**src/rtl/pipe_stage_reg.sv**
```systemverilog
// ---------------------------------------------------------------------------
// pipe_stage_reg
//
// Purpose:
//   Generic inter-stage pipeline register. Carries a control field and a data
//   field from one pipeline stage to the next, with a valid/ready handshake
//   so stalls propagate backwards. Flush kills everything held. A bubble
//   (out_valid = 0) always presents an all-zero control field.
//   With SKID = 1 a second holding register (the skid) absorbs one extra
//   entry. That lets in_ready come purely from registered state, which cuts
//   the combinational path from out_ready back to in_ready.
//
// Parameters:
//   CTRL_W  width of the control field (zeroed on bubbles)
//   DATA_W  width of the data field
//   SKID    1 = two-entry skid buffer, 0 = single register with
//           combinational in_ready
//
// Ports:
//   clock      rising-edge clock
//   reset      synchronous, active-high; clears all held entries
//   in_valid   upstream offers an entry
//   in_ready   this stage can accept an entry this cycle
//   in_ctrl    control bits from upstream
//   in_data    data from upstream
//   flush      drop all held entries and any entry offered this cycle
//   out_valid  an entry is presented downstream
//   out_ready  downstream consumes the presented entry this cycle
//   out_ctrl   control bits downstream, zero whenever out_valid = 0
//   out_data   data downstream, holds its last value when not loaded
//   occupancy  number of held entries (0..2)
// ---------------------------------------------------------------------------
module pipe_stage_reg #(
  parameter int CTRL_W = 5,
  parameter int DATA_W = 102,
  parameter int SKID   = 1
) (
  input  logic              clock,
  input  logic              reset,
  input  logic              in_valid,
  output logic              in_ready,
  input  logic [CTRL_W-1:0] in_ctrl,
  input  logic [DATA_W-1:0] in_data,
  input  logic              flush,
  output logic              out_valid,
  input  logic              out_ready,
  output logic [CTRL_W-1:0] out_ctrl,
  output logic [DATA_W-1:0] out_data,
  output logic [1:0]        occupancy
);

  // Main register: this is what the downstream stage sees.
  logic              r_mainValid;
  logic [CTRL_W-1:0] r_mainCtrl;
  logic [DATA_W-1:0] r_mainData;

  // Skid register: only ever filled when SKID = 1 and main is stalled.
  logic              r_skidValid;
  logic [CTRL_W-1:0] r_skidCtrl;
  logic [DATA_W-1:0] r_skidData;

  logic w_readyRaw;
  logic w_accept;
  logic w_consume;

  // Ready source depends on the buffering mode. With a skid buffer we only
  // look at our own registered state, so downstream ready never ripples
  // combinationally to upstream. Without it, a full main register can still
  // accept if downstream is draining it in the same cycle.
  generate
    if (SKID != 0) begin : g_skidReady
      assign w_readyRaw = !r_skidValid;
    end else begin : g_combReady
      assign w_readyRaw = !r_mainValid || out_ready;
    end
  endgenerate

  // Ready is forced low while reset is asserted so nothing looks accepted
  // during reset; it comes back as soon as reset drops because both the
  // valid bits are already clear by then.
  assign in_ready  = w_readyRaw && !reset;
  assign w_accept  = in_valid && in_ready;
  assign w_consume = r_mainValid && out_ready;

  // Storage update. Priority is reset, then flush, then normal flow.
  // In normal flow the main register is "free" when it is empty or being
  // consumed. A free main register is refilled from the skid first, which
  // keeps entries in acceptance order, and otherwise from the input. A
  // stalled main register diverts a newly accepted entry into the skid.
  // The skid can only be empty at that point, because in_ready is low
  // whenever it is full.
  always_ff @(posedge clock) begin
    if (reset) begin
      r_mainValid <= 1'b0;
      r_mainCtrl  <= '0;
      r_mainData  <= '0;
      r_skidValid <= 1'b0;
      r_skidCtrl  <= '0;
      r_skidData  <= '0;
    end else if (flush) begin
      r_mainValid <= 1'b0;
      r_skidValid <= 1'b0;
    end else if (!r_mainValid || w_consume) begin
      if (r_skidValid) begin
        r_mainValid <= 1'b1;
        r_mainCtrl  <= r_skidCtrl;
        r_mainData  <= r_skidData;
        r_skidValid <= 1'b0;
      end else if (w_accept) begin
        r_mainValid <= 1'b1;
        r_mainCtrl  <= in_ctrl;
        r_mainData  <= in_data;
      end else begin
        r_mainValid <= 1'b0;
      end
    end else if (w_accept && (SKID != 0)) begin
      r_skidValid <= 1'b1;
      r_skidCtrl  <= in_ctrl;
      r_skidData  <= in_data;
    end
  end

  // Control bits are masked with valid so a bubble can never fire
  // RegWrite/MemWrite/Branch/Jump in the next stage, even if stale control
  // bits are still sitting in the main register after a consume or flush.
  assign out_valid = r_mainValid;
  assign out_ctrl  = r_mainCtrl & {CTRL_W{r_mainValid}};
  assign out_data  = r_mainData;
  assign occupancy = {1'b0, r_mainValid} + {1'b0, r_skidValid};

endmodule

```
**config.mk**
```make
export PLATFORM = sky130hd
export DESIGN_NAME = pipe_stage_reg
export DESIGN_NICKNAME = d
export VERILOG_FILES = /design/src/rtl/pipe_stage_reg.sv
export SDC_FILE = /design/constraint.sdc
export NUM_CORES = 1
export LEC_CHECK = 0
export CAP_MARGIN = 20
export CORE_MARGIN = 4
export CORE_UTILIZATION = 55
export CTS_CLUSTER_SIZE = 24
export DETAILED_ROUTE_END_ITERATION = 10
export PLACE_DENSITY = 0.86
export SYNTH_ARGS = -nofsm -noshare
export SYNTH_HDL_FRONTEND = slang
export SYNTH_SLANG_ARGS = --single-unit
```
**constraint.sdc**
```tcl
create_clock -name clock -period 4.66 [get_ports clock]
set_input_delay 0.932 -clock clock [delete_from_list [all_inputs] [get_ports clock]]
set_output_delay 0.932 -clock clock [all_outputs]
set_load 0.1 [all_outputs]
```
# Word level (Yosys, flattened, before mapping)
# Cells that the tools add are included.
# Widths: inputs -> output; s select.
dict set report word_totals {
  reg_bits 216
  out_inout_bits 111
  in_bits 112
  wordCells 28
}
dict set report op_classes {
  bitwise_logic 3
  n_reduce_logical 12
  addsub 1
  mux 6
}
# operator n
set op_table {}
lappend op_table {{$mux 102} 2}
lappend op_table {{$mux 5} 2}
lappend op_table {{$reduce_and 3->1} 2}
lappend op_table {{$and 5x5->5} 1}
lappend op_table {{$logic_and 1x1->1} 3}
lappend op_table {{$logic_not 1->1} 3}
lappend op_table {{$reduce_or 3->1} 1}
lappend op_table {{$add 1x1->2} 1}
lappend op_table {{$mux 1} 2}
lappend op_table {{$not 1->1} 2}
lappend op_table {{$reduce_bool 2->1} 1}
lappend op_table {{$reduce_or 2->1} 1}
lappend op_table {{$logic_or 1x1->1} 1}

# Logic depth before layout (Yosys ltp)
dict set report logic_depth {
  depth_word 5
  ltp_mapped 6
}

# Worst setup path after synthesis
# OpenSTA, ideal clock, no wires.
dict set report synth_path {
  kind {input to output}
  startpoint {input reset}
  endpoint {output in_ready}
  required_ps 3728
  slack_ps 705
  arrival_time_ps 3023
  stages 6
  cell_sequence {buf_4 -> buf_2 -> buf_2 -> buf_2 -> buf_1 -> nor2_1}
}
dict set report synth_between {
  elab_chain_cells 2
}
# element line_no
set synth_lines {}
lappend synth_lines {{start, declared} 39} ;# input logic reset,
lappend synth_lines {{$logic_not 1->1} 81} ;# assign in_ready = w_readyRaw && !reset;
lappend synth_lines {{$logic_and 1x1->1} 81}
lappend synth_lines {{end, declared} 41} ;# output logic in_ready,
# Every way passes these cells.

# Worst setup path after layout
# Same ends and word-level chain as after synthesis.

==> metrics <==
status completed; Iter 0 DRT Violations 498; area delta synth->final 28.7%; Seq cells post-synth 216; Finished Cell Area 12700 um2; wire per inst 16.8 um; EDFF count, synth 0; Min-Delay Path Class reg2reg; crit path DAT between 2 and 3 ns; Starting Density 56.6%; CTS H-tree depth 1; Port Buffers 222; Die X 142 um; IO Count 223; fmax 284 MHz; Overall Global Routing Usage 23.6%; row count 48; number of global-route vias before repair ~8200; Via density 5.65; Final Setup Violations 0; RSZ-0062 raised after global routing no; worst setup path class in2out; Switching Fraction 27.3%; Worst Setup End Kind primary output; initial antenna violation count 1; crit path launch type primary input; GP Congestion 0.738; cell area after synthesis 9890 um2; CTS tree done; Total Power approximately 0.0042 W; Post-CTS Repair Setup Buffers 0; core footprint 17500 um2; # diodes 0; post-synthesis area per instance 9.08 um2; global-route wire length before repair between 40 and 50 mm; predominant post-synthesis flop cell dfxtp_1; area leader, netlist dfxtp_1; Final Critical Period between 3 and 4 ns; via count roughly 8400; Nets 1353; Hold Violations, Final 0; dpl cells 1440; TritonCTS Buffers 23; fin crit share between 70% and 80%; worst-margin pin slew 1.11 ns; Synth Net Count 1202; power density over the cells 334 nW/um2; number of routed nets with antenna violations 0; post-synth top area share 43.7%; Crit Path Max Fanout about 130; Slew Viols, Final 0; post-route insts no fill 1480; Root Buffer clkbuf_16; CTS Hold Buffers Added 0; Critical Path RT 3.73 ns; clock power share 40.1%; placed cell area 12000 um2; sequential share of the synthesized area a little over two fifths; Clock Tree Buf Depth 3; Mapped Cells 1089; die height between 100 and 150 um; layout cells sized above 1 12.6%; Netlist cell types 23; Detailed Route WL 24.9 mm; Die Area 20200 um2; Clock Latency Late Sink 0.50 ns; ranking of synthesized cells by area dfxtp_1, mux2_2, mux2i_1; worst vdd ir 0.000371 V; ys async rst share 0%; combinational share of power between 10% and 20%; Pleak 4.50 nW; hold_ws about 0.47 ns; DP HPWL 14.5 mm; largest net degree at the start of global routing 129; net switching power ~0.0012 W; Int Pwr slightly above 0.003 W; Setup Skew 0.00563 ns; CTS clock-pin slew for the worst setup and hold paths approximately 0.060 ns; Slew Limit Headroom between 20% and 30%; DR pass1 iterations 5; drt drc 0; Max-Cap Viols 0; clock sinks 216; final setup TNS 0 ns; grt ovf 0; Ys Warns 0; Post-CTS Resized 0; Seq pwr share 44.8%
## cells in the mapped netlist (2+ instances only)
master    instances
a21oi_1         107
and2_1            5
buf_1             5
buf_2            28
buf_4             8
clkbuf_1         63
dfxtp_1         216
mux2_2          107
mux2i_1         107
nand2b_1          2
nand3_1         107
nor2_1          110
nor2b_1         109
o21ai_0          97
o21ai_1          10
## stage by stage
stage,utilization (%),setup WS [ns]
4_1_cts,72.8,1.13
3_5_place_dp,68.8,1.14
5_1_grt,72.8,1.07
6_report,72.8,1.14
2_1_floorplan,-,0.705
3_3_place_gp,68.8,1.13
## logic make-up (layout without fill, tap and decap cells)
group | Yosys count | in the layout | synth area share (%)
and+or+nand+nor | 335 | 335 | 17.3
AOI/OAI and AO/OA | 216 | 216 | 11.0
DFF | 216 | 216 | 43.7
muxes | 214 | 214 | 23.0
buffers and inverters | 107 | 273 | 4.81
adders and majority gates | 1 | 1 | 0.127
## power groups by stage
stage	Sequential, W	Combinational [W]	Clock, W
3_5_place_dp	0.00194	0.000640	0
2_1_floorplan	0.00217	0.000201	0
3_3_place_gp	0.00194	0.000635	0
5_1_grt	0.00191	0.000674	0.00181
6_report	0.00190	0.000642	0.00170
4_1_cts	0.00190	0.000643	0.00174
## layout by cell type, fill, tap and decap left out, types with 23 or more instances in the layout
cell,n
mux2i_1,107
o21ai_0,97
a21oi_1,107
nor2b_1,108
nand3_1,107
mux2_2,107
clkbuf_16,23
nor2_1,110
clkdlybuf4s50_1,221
dfxtp_1,215
## layer usage
layer  global-route usage (%)  vias up  wire length (um)
li1                         -     4053                 -
met4                     7.27        2               724
met2                     38.4      259             11600
met5                        0        -                13
met1                     31.5     3991             10800
met3                     5.04       53              1750
## critical path, stage by stage
cell	delay (ns)
buf_8	0.54
nor2_1	0.09
clkdlybuf4s50_1	0.99
## path summary, 6_finish.rpt
kind / from / endpoint / slack (ns) / cells past startpoint
worst min-delay path: r_skidData[14]$_SDFFE_PP0P_ / r_skidData[14]$_SDFFE_PP0P_ / 0.47 / 2
worst max register to register: r_skidValid$_SDFFE_PP0P_ / r_skidData[36]$_SDFFE_PP0P_ / 1.93 / 4
worst max-delay path: reset / in_ready / 1.14 / 3
worst min register to register: r_skidData[14]$_SDFFE_PP0P_ / r_skidData[14]$_SDFFE_PP0P_ / 0.47 / 2
## registers in the layout, summed over array words and instances (netlist names)
register,count
r_skidValid,1
out_valid,1
r_mainCtrl,5
out_data,102
r_skidData,102
r_skidCtrl,5
## cell type report
class | instances | area (um2)
fill | 1317 | 4750
clock inverter | 6 | 30.0
clock buffer | 34 | 667
sequential | 216 | 4330
tap | 225 | 282
multi-input combinational | 766 | 5110
timing repair buffer | 232 | 2300
inverter | 1 | 3.75
Note: power is estimated with default switching activity, not from simulation.
